## config.mk

```make
export PLATFORM = sky130hd
export DESIGN_NAME = cic_dec_ctrl
export DESIGN_NICKNAME = d
export VERILOG_FILES = /design/src/rtl/cic_pkg.sv /design/src/rtl/dec_rate_gen.sv /design/src/rtl/cic_dec_ctrl.sv
export SDC_FILE = /design/constraint.sdc
export NUM_CORES = 1
export LEC_CHECK = 0
export CORE_MARGIN = 1.5
export CORE_UTILIZATION = 42
export DETAILED_ROUTE_END_ITERATION = 12
export MAX_ROUTING_LAYER = met4
export PLACE_DENSITY = 0.75
export SETUP_SLACK_MARGIN = 0.2
export SLEW_MARGIN = 20
export SYNTH_ARGS = -nofsm -noshare
export SYNTH_HDL_FRONTEND = slang
export SYNTH_SLANG_ARGS = --single-unit
```

## constraint.sdc

```tcl
create_clock -name clk -period 2.4 [get_ports clk]
set_clock_uncertainty 0.2 [all_clocks]
set_input_delay 0.48 -clock clk [delete_from_list [all_inputs] [get_ports clk]]
set_output_delay 0.48 -clock clk [all_outputs]
set_load 0.03 [all_outputs]
```

## src/rtl/cic_pkg.sv

```systemverilog
// Shared definitions for the CIC decimator controller: FSM state
// encoding, the smallest usable decimation ratio and the default
// number of settling samples (the filter order).
package cic_pkg;

    typedef enum logic [1:0] {
        ST_IDLE   = 2'd0,
        ST_FLUSH  = 2'd1,
        ST_SETTLE = 2'd2,
        ST_RUN    = 2'd3
    } cic_state_e;

    // Ratios below this are treated as this value.
    localparam int MIN_RATIO = 2;

    // Decimated samples thrown away after start while the integrators settle.
    localparam int DEFAULT_SETTLE_N = 3;

endpackage

```

## src/rtl/dec_rate_gen.sv

```systemverilog
// Decimation phase counter with a shadowed ratio register.
// The shadow loads whenever load is high. While stopped, the active
// ratio follows the shadow freely; while running, it only picks up the
// shadow on the strobe cycle, so a period in progress always finishes
// at the ratio it started with.
module dec_rate_gen
    import cic_pkg::*;
#(
    parameter int RATIO_W = 8
) (
    input  logic               clk,
    input  logic               rst,
    input  logic               run,
    input  logic [RATIO_W-1:0] ratio,
    input  logic               load,
    output logic               strobe
);

    localparam logic [RATIO_W-1:0] MIN_R = RATIO_W'(MIN_RATIO);
    localparam logic [RATIO_W-1:0] ONE   = RATIO_W'(1);

    logic [RATIO_W-1:0] shadow_q;
    logic [RATIO_W-1:0] shadow_d;
    logic [RATIO_W-1:0] ra_q;
    logic [RATIO_W-1:0] ra_next;
    logic [RATIO_W-1:0] cnt_q;

    // A load on this very cycle is visible to the ratio update, so a load
    // coinciding with the strobe governs the very next period.
    assign shadow_d = load ? ratio : shadow_q;
    assign ra_next  = (shadow_d < MIN_R) ? MIN_R : shadow_d;
    assign strobe   = run && (cnt_q == (ra_q - ONE));

    // Shadow, active ratio and phase counter; counter is held at 0 when stopped.
    always_ff @(posedge clk) begin
        if (rst) begin
            shadow_q <= MIN_R;
            ra_q     <= MIN_R;
            cnt_q    <= '0;
        end else begin
            shadow_q <= shadow_d;
            if (!run || strobe) begin
                ra_q  <= ra_next;
                cnt_q <= '0;
            end else begin
                cnt_q <= cnt_q + ONE;
            end
        end
    end

endmodule

```

## src/rtl/cic_dec_ctrl.sv

```systemverilog
// Control block for a CIC decimation filter: flushes the filter on start,
// generates the decimation strobe, discards the settling samples and then
// hands decimated samples downstream over a valid/ready register.
//
// Handshake: sample_valid=1 means sample_data holds a sample not yet taken;
// a transfer happens on any cycle with sample_valid=1 and sample_ready=1.
// sample_data never changes while sample_valid=1 and sample_ready=0; a new
// sample arriving then is dropped and flagged on the sticky overrun output.
module cic_dec_ctrl
    import cic_pkg::*;
#(
    parameter int DATA_W   = 24,
    parameter int RATIO_W  = 8,
    parameter int SETTLE_N = DEFAULT_SETTLE_N
) (
    input  logic               clk,
    input  logic               rst,
    input  logic               enable,
    input  logic [RATIO_W-1:0] cfg_ratio,
    input  logic               cfg_load,
    input  logic [DATA_W-1:0]  cic_out,
    output logic               dec_clk,
    output logic               filt_rst,
    output logic [DATA_W-1:0]  sample_data,
    output logic               sample_valid,
    input  logic               sample_ready,
    output logic               overrun,
    input  logic               overrun_clr,
    output logic [1:0]         state
);

    localparam int SETTLE_W = (SETTLE_N < 2) ? 1 : $clog2(SETTLE_N + 1);
    localparam logic [SETTLE_W-1:0] SETTLE_LAST = SETTLE_W'(SETTLE_N - 1);
    localparam logic [SETTLE_W-1:0] SETTLE_ONE  = SETTLE_W'(1);

    cic_state_e          state_q;
    cic_state_e          state_d;
    logic                running;
    logic                gen_run;
    logic                strobe;
    logic                cap_pending_q;
    logic                capture;
    logic                run_capture;
    logic                drop;
    logic                settle_done;
    logic [SETTLE_W-1:0] settle_cnt_q;

    assign running = (state_q == ST_SETTLE) || (state_q == ST_RUN);

    // Dropping enable stops the counter at once, so it is already zero
    // when the FSM lands in IDLE.
    assign gen_run = running && enable;

    dec_rate_gen #(
        .RATIO_W (RATIO_W)
    ) u_rate_gen (
        .clk    (clk),
        .rst    (rst),
        .run    (gen_run),
        .ratio  (cfg_ratio),
        .load   (cfg_load),
        .strobe (strobe)
    );

    assign dec_clk  = strobe;
    assign filt_rst = (state_q == ST_IDLE) || (state_q == ST_FLUSH);
    assign state    = state_q;

    // The filter output is valid one cycle after the strobe; a capture on
    // a cycle where enable is low is thrown away.
    assign capture     = cap_pending_q && enable && running;
    assign run_capture = capture && (state_q == ST_RUN);
    assign drop        = run_capture && sample_valid && !sample_ready;
    assign settle_done = capture && (state_q == ST_SETTLE) && (settle_cnt_q == SETTLE_LAST);

    // Next-state logic: enable low always wins and returns to IDLE.
    always_comb begin
        state_d = state_q;
        if (!enable) begin
            state_d = ST_IDLE;
        end else begin
            case (state_q)
                ST_IDLE:   state_d = ST_FLUSH;
                ST_FLUSH:  state_d = ST_SETTLE;
                ST_SETTLE: if (settle_done) state_d = ST_RUN;
                ST_RUN:    state_d = ST_RUN;
                default:   state_d = ST_IDLE;
            endcase
        end
    end

    // FSM state register.
    always_ff @(posedge clk) begin
        if (rst) state_q <= ST_IDLE;
        else     state_q <= state_d;
    end

    // Remember the strobe so the filter output is sampled one cycle later.
    always_ff @(posedge clk) begin
        if (rst) cap_pending_q <= 1'b0;
        else     cap_pending_q <= strobe;
    end

    // Count discarded captures during SETTLE; cleared whenever IDLE is next.
    always_ff @(posedge clk) begin
        if (rst || (state_d == ST_IDLE)) begin
            settle_cnt_q <= '0;
        end else if (capture && (state_q == ST_SETTLE)) begin
            settle_cnt_q <= settle_cnt_q + SETTLE_ONE;
        end
    end

    // Output sample register and its valid flag.
    always_ff @(posedge clk) begin
        if (rst) begin
            sample_data  <= '0;
            sample_valid <= 1'b0;
        end else if (!enable) begin
            sample_valid <= 1'b0;
        end else if (run_capture && (!sample_valid || sample_ready)) begin
            sample_data  <= cic_out;
            sample_valid <= 1'b1;
        end else if (sample_valid && sample_ready) begin
            sample_valid <= 1'b0;
        end
    end

    // Sticky overrun: a new drop wins over a clear in the same cycle.
    always_ff @(posedge clk) begin
        if (rst)              overrun <= 1'b0;
        else if (drop)        overrun <= 1'b1;
        else if (overrun_clr) overrun <= 1'b0;
    end

endmodule

```

==> results summary, run 1 <==
The number of placement rows came out at 26. The initial antenna violation count is 0. In the layout the commonest cells are sky130_fd_sc_hd__clkdlybuf4s50_1, sky130_fd_sc_hd__dfxtp_1, sky130_fd_sc_hd__nand2_1. The root cell of the clock tree is sky130_fd_sc_hd__clkbuf_8. The die footprint came out at 0.00584 mm². The CTS H-tree depth is 2. The worst path in the final design needs a cycle of between 2000 and 3000 ps, including I/O delays and setup. The number of cells on the worst hold path is 2.

For this design, the sink count on the clock tree is 55. The maximum fanout count along the critical path is 2. The initial utilization of the core area, before any placement, comes to between 40 and 50%. Power comes to around 1600 µW. The leakage dissipation came out at between 0.001 and 0.0015 µW. The wire-length estimate of the detail-placed layout is around 3700 µm. The period utilization came out at 108%.

The detailed router finished its first iteration with around 110 violations. Of the cells placed in the final design, the portion with a size suffix greater than 1 is 12.0%. Once routing completed, OpenROAD measured the worst setup slack at -181 ps. Counting every net in the synthesized netlist gives between 300 and 400.

Measured along the x axis, the die boundary spans ~76 µm. In this run the count of I/O pins placed on the die edge is 68. The number of antenna repair diodes is 0.

The final total negative setup slack is -193 ps. Global routing used ~19% of the available tracks across all layers. With fillers left out, the area of the finished cells amounts to approximately 0.0032 mm².

The arrival time at the worst endpoint came out at around 1900 ps. The total number of nets in the final design is about 370. The clock latency at the later pin of the worst-skew pair is 310 ps. STA classifies the critical path endpoint as an output pin. From synthesis to final layout, the design area changed by 43.3%.

The mean number of vias per cell came out at between 4 and 5. The share of the Yosys chip area taken by registers is between 40% and 50%. Setup repair after global routing could not meet its margin everywhere. After floorplanning, the core was sized to cover ~0.0051 mm². The total area of multi-input combinational cells is about 0.0012 mm². The data required time at the worst endpoint came out at between 1500 and 2000 ps.

The final standard cell utilization of the core is between 60% and 70%. The peak supply drop is 0.367 mV. Counting every instance in the synthesized netlist gives between 200 and 300. The path class of the tightest hold or removal check is flop to flop. Summing all placed instances gives a cell area of 0.00306 mm². During placement, the flow inserted port buffers numbering 67. The number of CTS-inserted buffers came out at 5. The wire length per cell after detailed routing came out at ~13 µm. The number of hold-repair buffers added at the cts stage came out at 0.

Leaving out fill and tap cells, the most frequent cell in the layout is sky130_fd_sc_hd__clkdlybuf4s50_1. The pin slew with the least headroom to its limit came out at between 400 and 500 ps. The worst setup path is of the flop to output pin kind. The minimum setup slack among reg-to-reg paths came out at -10 ps. The count of yosys warnings during synthesis is 0. The count of nets left with antenna violations once routing finished came out at 0.

The first global-routing pass estimated roughly 8500 µm of wire. Routability-driven placement finished with a final weighted congestion of approximately 0.77. The origin of the critical flop-to-flop path is u_rate_gen.ra_q[2]. Setup violations remaining at the end of the flow were counted as 4. The checks that failed: setup timing. After clock tree synthesis, the clock-pin slew on the worst setup and hold paths is approximately 100 ps. The mean instance size in the synthesized netlist is roughly 8.7 µm². The vertical extent of the die came out at between 70 and 80 µm. In this run, synthesis produced a sequential element count of 55.

The via count of the first global-routing pass came to roughly 1800. Entering global routing, the biggest net connects 26 pins. Across the run, the number of max-cap violations was 0. The run finished, with violations left. The routed wire length came out at 5200 µm.

The post-synthesis cell type count is 41. Static timing analysis puts the maximum clock frequency at ~0.39 GHz. The CTS tree is done. The filler cell count in the final layout is between 400 and 500. The post-route DRC violation count came out at 0. The count of pins over their slew limit came out at 0. The power per cell area came out at a little over 500 mW/mm². The buffer levels on the longest clock path came out at 2. The relative slew slack is 67.0%.

The synthesized netlist occupies a cell area of 0.00227 mm². The number of failing hold endpoints at the final stage is 0. The path with the worst hold slack has its endpoint at sample_data[18].

The number of vias after detailed routing came out at ~2000. The endpoint identified for the worst register-to-register timing path is u_rate_gen.ra_q[2]. STA classifies the critical path startpoint as a flop. Global routing finished with a remaining overflow of 0.

The number of detailed-route iterations in the first pass came out at 4. Counting cells, the worst reg-to-reg path comes to 9. In this run the most critical hold path is launched from sample_data[18]. The area of all sequential standard cells is between 0.001 and 0.0015 mm².
-- metrics by stage --
stage               setup WS (ps)  hold slack (ps)  std cells
finish                       -181              258        402
global route                 -277              283        402
CTS                          -181              260        401
detailed placement           35.9              246        392
global placement             71.1              241        392
floorplan                     135              237        260
-- registers in the layout, indices dropped and copies added, names as in the netlist --
| name | flops |
|---|---|
| cap_pending_q | 1 |
| overrun | 1 |
| sample_data | 24 |
| sample_valid | 1 |
| settle_cnt_q | 2 |
| state | 2 |
| u_rate_gen.cnt_q | 8 |
| u_rate_gen.ra_q | 8 |
| u_rate_gen.shadow_q | 8 |
-- synth_stat cells --
master | instances | area [µm²]
sky130_fd_sc_hd__dfxtp_1 | 55 | 1100
sky130_fd_sc_hd__nand2_1 | 51 | 191
sky130_fd_sc_hd__a21oi_1 | 31 | 155
sky130_fd_sc_hd__nor2_1 | 28 | 105
sky130_fd_sc_hd__xnor2_1 | 10 | 87.6
sky130_fd_sc_hd__clkbuf_1 | 8 | 30.0
sky130_fd_sc_hd__mux2i_1 | 7 | 70.1
sky130_fd_sc_hd__nor3_1 | 7 | 35.0
sky130_fd_sc_hd__a32o_1 | 6 | 60.1
sky130_fd_sc_hd__nand3_1 | 6 | 30.0
sky130_fd_sc_hd__xor2_1 | 6 | 52.6
sky130_fd_sc_hd__inv_1 | 5 | 18.8
sky130_fd_sc_hd__and3_1 | 3 | 18.8
sky130_fd_sc_hd__ha_1 | 3 | 37.5
sky130_fd_sc_hd__nor2b_1 | 3 | 18.8
sky130_fd_sc_hd__and2_1 | 2 | 12.5
sky130_fd_sc_hd__buf_4 | 2 | 15.0
sky130_fd_sc_hd__nand2b_1 | 2 | 12.5
sky130_fd_sc_hd__o21bai_1 | 2 | 15.0
sky130_fd_sc_hd__or4_1 | 2 | 15.0
sky130_fd_sc_hd__a211oi_1 | 1 | 7.51
sky130_fd_sc_hd__a21o_1 | 1 | 7.51
sky130_fd_sc_hd__a221oi_1 | 1 | 8.76
sky130_fd_sc_hd__a41o_1 | 1 | 10.0
sky130_fd_sc_hd__and3_2 | 1 | 7.51
sky130_fd_sc_hd__and3b_1 | 1 | 8.76
sky130_fd_sc_hd__and4_1 | 1 | 8.76
sky130_fd_sc_hd__buf_1 | 1 | 3.75
sky130_fd_sc_hd__buf_6 | 1 | 11.3
sky130_fd_sc_hd__nand2_2 | 1 | 6.26
sky130_fd_sc_hd__nand2_4 | 1 | 11.3
sky130_fd_sc_hd__nand4_1 | 1 | 6.26
sky130_fd_sc_hd__nor2_2 | 1 | 6.26
sky130_fd_sc_hd__nor4_1 | 1 | 6.26
sky130_fd_sc_hd__o2111ai_1 | 1 | 8.76
sky130_fd_sc_hd__o2111ai_2 | 1 | 15.0
sky130_fd_sc_hd__o21a_1 | 1 | 7.51
sky130_fd_sc_hd__o21ba_2 | 1 | 10.0
sky130_fd_sc_hd__o221ai_1 | 1 | 8.76
sky130_fd_sc_hd__o2bb2ai_1 | 1 | 8.76
sky130_fd_sc_hd__o2bb2ai_2 | 1 | 15.0
-- layer usage --
| metal | wire length (µm) | vias up | global-route usage [%] |
|---|---|---|---|
| li1 | - | 1025 | - |
| met1 | 2440 | 907 | 24.1 |
| met2 | 2520 | 38 | 29.1 |
| met3 | 167 | 5 | 3.95 |
| met4 | 68 | 0 | 5.56 |
| met5 | 0 | - | - |
-- area by class of cell --
class	count	share of cell area, %
Multi-Input combinational cell	188	36.3
Sequential cell	55	34.1
Timing Repair Buffer	76	23.6
Tap cell	70	2.70
Clock buffer	5	2.12
Inverter	5	0.655
Clock inverter	3	0.578
-- cell families (layout without fill, tap and decap cells) --
family / Yosys count / count (layout) / synth area share [%]
multiplexers: 7 / 7 / 3.09
AND/OR/NAND/NOR: 112 / 112 / 22.1
adder cells (fa/ha/maj): 3 / 3 / 1.66
flip-flops: 55 / 55 / 48.6
AO/OA/AOI/OAI: 50 / 50 / 14.9
buffers and inverters: 17 / 89 / 3.48
XOR/XNOR: 16 / 16 / 6.18
-- critical path, cell delays in order, from the launching register on --
cell and delay, ps:
sky130_fd_sc_hd__dfxtp_1 330, sky130_fd_sc_hd__or4_4 550, sky130_fd_sc_hd__o221ai_4 190, sky130_fd_sc_hd__nand2_2 90
sky130_fd_sc_hd__o2111ai_4 250, sky130_fd_sc_hd__nor2_4 50, sky130_fd_sc_hd__buf_6 140
-- worst max path at each step --
stage                       startpoint                 end  slack (ps)
floorplan           u_rate_gen.ra_q[0]             dec_clk         130
global placement    u_rate_gen.ra_q[0]             dec_clk          70
detailed placement  u_rate_gen.ra_q[0]  u_rate_gen.ra_q[2]          40
global route        u_rate_gen.ra_q[0]             dec_clk        -280
CTS                 u_rate_gen.ra_q[0]             dec_clk        -180
finish              u_rate_gen.ra_q[2]             dec_clk        -180
-- report_power, final --
part	internal [µW]	switching (µW)	total (µW)
clock	206	299	505
combinational	116	80.4	196
sequential	930	18.9	949
-- timing repair --
action                                  CTS  global route
endpoints found under the setup margin    9            18
buffers inserted                          1             1
pin swaps                                 5             2
gates resized for setup                   7            13
Note: power is estimated with default switching activity, not from simulation.
==> inputs of run 2 (changes only) <==
--- a/config.mk
+++ b/config.mk
@@ -8,4 +8,5 @@
 export CORE_MARGIN = 1.5
 export CORE_UTILIZATION = 42
+export CTS_CLUSTER_SIZE = 24
 export DETAILED_ROUTE_END_ITERATION = 12
 export MAX_ROUTING_LAYER = met4
==> constraint.sdc (replaced) <==
create_clock -name clk -period 2.4 [get_ports clk]
set_clock_uncertainty 0.2 [all_clocks]
set_input_delay 0.48 -clock clk [delete_from_list [all_inputs] [get_ports clk]]
set_output_delay 0.48 -clock clk [all_outputs]
set_load 0.01 [all_outputs]
==> results summary, run 2 (synthesized netlist as in run 1, its figures left out) <==
The clock-pin transition on the worst setup and hold timing paths came out at roughly 90 ps. The worst hold path terminates at sample_data[5]. The via count of the first global-routing pass is 2019.

The initial core utilization is between 40% and 50%. The count of port buffers added during placement came out at 67. The origin of the worst min-delay path is sample_data[5].

The number of placement rows is 26. The maximum fanout count along the critical path is 3. Across the run, the number of max-cap violations was 0. The setup check on the worst reg-to-reg path leaves a slack of about 10 ps. The number of CTS-inserted buffers came out at 5. The mean number of vias per cell is 4.84. The total number of nets in the final design is ~390.

The count of nets left with antenna violations once routing finished came out at 0. The endpoint identified for the worst register-to-register timing path is u_rate_gen.ra_q[2]. The number of failing hold endpoints at the final stage was 0. The buffer levels on the longest clock path is 2.

The finished cells cover 0.00334 mm². Power spread over the standard cell area amounts to just under 500 mW/mm². The depth of the worst register-to-register path is 11. The filler cell count in the final layout is 429. Relative to the synthesized area, the layout overhead comes to 47.5%. The maximum achievable frequency is around 0.39 GHz. The global routing usage summed across all routing layers came out at roughly a fifth. The routability congestion estimate is roughly 0.8. The number of flip-flops under the largest register name came out at 24. The design draws between 1500 and 2000 µW. The first-pass GRT wire length is a little over 9000 µm. The initial antenna violation count is 0. sample_data holds more flip-flops than any other register. The remaining global-route overflow is 0. Subtracting the final worst setup slack from the clock period gives ~2500 ps. The CTS tree is done. The count of pins over their slew limit is 0. The CTS H-tree depth came out at 2. The commonest non-fill, non-tap cell in the layout is sky130_fd_sc_hd__clkdlybuf4s50_1. The post-route DRC violation count is 0.

The flow ran to the end, but the final reports show violations. The number of vias after detailed routing is 2013. Setup repair after global routing could not meet its margin everywhere.

The routed wire length came out at roughly 5300 µm. The worst hold path belongs to the class flop to flop. The TritonCTS sink count came out at between 50 and 60. Combinational logic is responsible for approximately 13% of the overall power.

The number of DRC markers after the initial detailed-route iteration came out at 76. After detailed placement, the total cell area comes to around 0.0032 mm². The total setup violations reported at the end of the flow came out at 1. The checks that failed: setup timing.

The net switching power figure is ~370 µW. The internal power consumption is about 1300 µW. The peak supply drop is between 0.2 and 0.3 mV. Along the worst hold path, the cell count comes to 2. The floorplan step defined a die boundary enclosing roughly 0.006 mm². The placeable core region came out at just over 0.005 mm². The power share of the sequential group came out at between 50% and 60%. STA classifies the critical path endpoint as an output pin.

The leakage dissipation is 0.00121 µW. The die extent in x is between 70 and 80 µm. The wire length per cell after detailed routing is about 13 µm.

The number of top-level pins is between 60 and 70. The worst setup path is launched from a flop. Dividing the final minimum period by the clock period gives 106%. Entering global routing, the biggest net connects 26 pins. The root buffer cell chosen for the clock tree is sky130_fd_sc_hd__clkbuf_8. The switching share of total power came out at a little under a quarter.

Cells with a size suffix above 1 make up between 10% and 20% of the layout. Leaving out fill and tap cells, the most frequent cells in the layout are sky130_fd_sc_hd__clkdlybuf4s50_1, sky130_fd_sc_hd__dfxtp_1, sky130_fd_sc_hd__nand2_1. At the worst endpoint, the arrival time is between 1500 and 2000 ps. The power share of the clock group came out at between 20% and 30%.

The pin slew with the least headroom to its limit came out at between 300 and 400 ps. The category of the critical setup timing path is flop to output pin. The relative slew slack came out at 75.9%.

The worst register-to-register path begins at u_rate_gen.ra_q[0]. The clock reaches the later pin of the worst-skew pair after 300 ps. The HPWL reported at the end of detailed placement came out at between 3000 and 4000 µm. The data required time at the worst endpoint came out at roughly 1700 ps. The number of detailed-route iterations in the first pass is 4. Setup slack on the critical path of the routed design comes to -138 ps. The number of antenna diodes in the final layout is 0.

The vertical extent of the die is 76.5 µm.
-- run 2: cell types whose count changed in the layout (fill, tap and decap cells not counted), moves of 2 or more --
cell | before | now
sky130_fd_sc_hd__dfxtp_2 | 1 | 3
sky130_fd_sc_hd__nor2_2 | 6 | 3
sky130_fd_sc_hd__buf_4 | 6 | 21
sky130_fd_sc_hd__nor2_1 | 22 | 25
sky130_fd_sc_hd__clkinv_2 | 2 | 0
-- run 2: area by class of cell --
class,count,area [µm²],area share [%]
clock buffer,5,68.8,2.06
clock inverter,1,7.51,0.225
inverter,5,18.8,0.562
multi-input combinational,188,1160,34.8
sequential,55,1100,33.1
tap,70,87.6,2.62
timing repair buffer,92,892,26.7
-- run 2: power groups by stage --
| stage | Combinational, µW | Clock [µW] | Sequential, µW |
|---|---|---|---|
| final | 205 | 467 | 949 |
| after global routing | 223 | 522 | 952 |
| after CTS | 196 | 487 | 948 |
| after detailed placement | 188 | 0 | 969 |
| after global placement | 184 | 0 | 968 |
| after floorplan | 90.3 | 0 | 966 |
-- run 2: timing repair --
item / CTS / global route
hold buffers: 0 / 0
gates resized for setup: 8 / 9
pin swaps: 5 / 3
buffers inserted: 1 / 4
endpoints found under the setup margin: 9 / 16
-- run 2: worst max-delay path: stages, from the launching register on --
cell                        delay (ps)
sky130_fd_sc_hd__dfxtp_2           330
sky130_fd_sc_hd__or4_1             540
sky130_fd_sc_hd__o221ai_2          200
sky130_fd_sc_hd__nand2_2           100
sky130_fd_sc_hd__o2111ai_4         240
sky130_fd_sc_hd__nor2_4             50
sky130_fd_sc_hd__buf_6             120
-- run 2: worst max-delay path by stage --
stage,to,startpoint,cells past startpoint,slack [ps]
2_1_floorplan,dec_clk,u_rate_gen.ra_q[0],6,210
3_5_place_dp,dec_clk,u_rate_gen.ra_q[1],8,-250
5_1_grt,dec_clk,u_rate_gen.ra_q[1],6,-230
4_1_cts,dec_clk,u_rate_gen.ra_q[1],6,-170
6_report,dec_clk,u_rate_gen.ra_q[1],6,-140
3_3_place_gp,dec_clk,u_rate_gen.ra_q[1],8,-220
-- run 2: through the flow --
step | hold slack (ps) | instances | worst slack [ps] | TNS [ps] | utilization, %
final | 255 | 416 | -138 | -138 | 65.0
after global routing | 283 | 416 | -232 | -622 | 65.0
after CTS | 259 | 412 | -172 | -172 | 63.8
after detailed placement | 247 | 405 | -248 | -248 | 61.8
after global placement | 241 | 405 | -215 | -215 | 61.8
after floorplan | 237 | 260 | 214 | 0 | -
-- run 2: metal layers --
layer,global-route usage (%),wire [µm]
met1,24.8,2600
met2,31.1,2460
met3,3.35,158
met4,9.63,108
met5,-,0
==> inputs of run 3 (changes only) <==
Settings changed: PLACE_DENSITY 0.75 to 0.84.
==> results summary, run 3 (synthesized netlist as in run 1, its figures left out) <==
The flow ran to the end, but the final reports show violations. The checks that failed: setup timing. The design draws approximately 1800 µW. The remaining global-route overflow came out at 0. The initial antenna violation count is 0. Ranked by flip-flop count, first place goes to sample_data. The HPWL reported at the end of detailed placement came out at around 4200 µm. The delay of the slowest critical-path stage came out at around 530 ps. Setup violations remaining at the end of the flow were counted as 6. Broken down by cell family, the worst path's largest delay share belongs to simple AND/OR/NAND/NOR gates.

The global routing usage summed across all routing layers came out at 21.9%. The die is around 76 µm wide. The register with the most flip-flops in the layout has 24 of them. The relative slew slack came out at between 60% and 70%. The first-pass GRT wire length came out at between 10000 and 15000 µm. The leakage dissipation came out at roughly 0.0013 µW.

The post-route DRC violation count came out at 0. The commonest non-fill, non-tap cell in the layout is sky130_fd_sc_hd__clkdlybuf4s50_1. The number of vias after detailed routing came out at about 2100. For the worst setup path, the data arrival time is between 1500 and 2000 ps. The H-tree generated during clock tree synthesis spans 2 levels. The setup path with the least slack is of type flop to output pin. At the end of the flow, the number of nets in the layout was ~400. TritonCTS built the clock tree.

Pin placement for this block handled between 60 and 70 I/O pins. The power share of the clock group came out at 35.3%. In the post-route analysis, the smallest setup slack over all paths is -183 ps. STA classifies the critical path endpoint as an output pin. The share of final-layout standard cells stronger than drive strength 1 is 16.6%.

The largest net degree at the start of global routing came out at 26. The synthesis-to-finish area growth is 53.2%. The via count of the first global-routing pass is around 2200. The signal on the critical path passes through or4_4 -> o221ai_2 -> nand2_1 -> o2111ai_2 -> nor2_4 -> buf_6. The clock latency at the later pin of the worst-skew pair is 310 ps.

Among all stages on the critical path, the largest delay is contributed by sky130_fd_sc_hd__or4_4. The routed wire length is between 6000 and 7000 µm. The die covers between 0.005 and 0.006 mm². The setup check on the worst reg-to-reg path leaves a slack of -50 ps. The tightest hold path in the finished design has a slack of 257 ps. The number of detailed-route iterations in the first pass is 4. The number of buffer and inverter stages on the critical path is 1. The number of failing hold endpoints at the final stage came out at 0. The data required time at the worst endpoint came out at between 1500 and 2000 ps. Buffers placed on the I/O ports in this run total 67. The net switching power figure came out at around 410 µW. The TritonCTS sink count came out at 55. The maximum fanout count along the critical path came out at 4.

The top cell types in the final layout, fill and taps aside, are sky130_fd_sc_hd__clkdlybuf4s50_1, sky130_fd_sc_hd__dfxtp_1, sky130_fd_sc_hd__nand2_1. Using the TritonRoute via totals, the vias-per-cell ratio works out to just over 5. The worst-case IR drop observed on VDD is ~0.3 mV. At the pin with the least slew margin, the transition time is 580 ps. The vertical extent of the die came out at ~76 µm.

Timing would allow up to between 0.3 and 0.4 GHz. Sequential cells burn between 50% and 60% of the power. After layout, the minimum clock period comes to 2580 ps. The count of max-cap constraint violations is 0.

The number of placement rows is 26. The count of pins over their slew limit came to 0. The number of CTS-inserted buffers is 5. The buffer levels on the longest clock path is 2. The power per cell area is ~520 mW/mm². The switching share of total power is roughly 23%. STA classifies the critical path startpoint as a flop. The part of the total power dissipated in combinational logic came out at roughly 12%. The wire length per cell after detailed routing is approximately 15 µm. The number of routed nets with antenna violations is 0. Internal power comes to roughly 1400 µW. The filler cell count in the final layout is roughly 410. The number of antenna repair diodes is 0. The placeable core region is between 0.005 and 0.006 mm². The routability congestion estimate came out at 0.943.

CTS placed an instance of sky130_fd_sc_hd__clkbuf_8 at the clock tree root. The period utilization came out at 108%. After clock tree synthesis, the clock-pin slew on the worst setup and hold paths is roughly 90 ps. The number of DRC markers after the initial detailed-route iteration came out at between 100 and 150. Setup repair after global routing could not meet its margin everywhere. The initial core utilization came out at around 44%. The classification of the worst-slack hold path is flop to flop.
-- run 3: cell types whose count changed in the layout (fill, tap and decap cells not counted), sizes merged --
cell,change
clkbuf,+1
clkinv,+1
clkinvlp,-1
nand2,+1
bufinv,+1
-- run 3: through the flow --
stage	area, µm²	worst slack (ps)	utilization, %	TNS (ps)	cells
after global routing	3470	-262	67.5	-1090	419
after floorplan	2300	214	-	0	260
final	3470	-183	67.5	-241	419
after global placement	3160	-180	61.5	-180	403
after CTS	3390	-121	66.0	-121	416
after detailed placement	3160	-242	61.5	-242	403
-- run 3: power by group through the flow --
stage               Clock, µW  Combinational [µW]  Sequential [µW]
floorplan                   0                90.3              966
global route              685                 237              952
finish                    639                 221              949
global placement            0                 182              967
detailed placement          0                 188              969
CTS                       654                 208              947
-- run 3: cell type report --
cell class | instances | area [µm²] | share of cell area, %
multi-input combinational | 189 | 1210 | 34.9
sequential | 55 | 1100 | 31.8
inverter | 5 | 18.8 | 0.541
clock buffer | 6 | 82.6 | 2.38
timing repair buffer | 92 | 932 | 26.9
tap | 70 | 87.6 | 2.52
clock inverter | 2 | 35.0 | 1.01
-- run 3: what timing repair did --
item	in CTS	in global routing
hold buffers	0	0
pin swaps	3	11
endpoints found under the hold margin	0	0
endpoints found under the setup margin	9	17
resized for setup	15	15
setup buffers	3	3
cloned	2	0
-- run 3: path summary, 6_finish.rpt --
| path | to | cells after the start | startpoint |
|---|---|---|---|
| worst min-delay path | sample_data[3] | 2 | sample_data[3] |
| worst min register to register | sample_data[3] | 2 | sample_data[3] |
| worst max-delay path | dec_clk | 6 | u_rate_gen.ra_q[0] |
| worst max register to register | u_rate_gen.ra_q[2] | 9 | u_rate_gen.ra_q[0] |
-- run 3: routing by layer --
metal / wire, µm / vias up / global-route usage [%]
met4: 159 / 0 / 10.2
met1: 2560 / 999 / 23.0
met5: 0 / - / -
met2: 3240 / 64 / 38.8
met3: 263 / 16 / 4.91
li1: - / 1059 / -
-- run 3: worst min-delay path: stages, from the launching register on --
cell	delay, ps
sky130_fd_sc_hd__dfxtp_1	320
sky130_fd_sc_hd__nand2_1	50
sky130_fd_sc_hd__a21oi_1	50
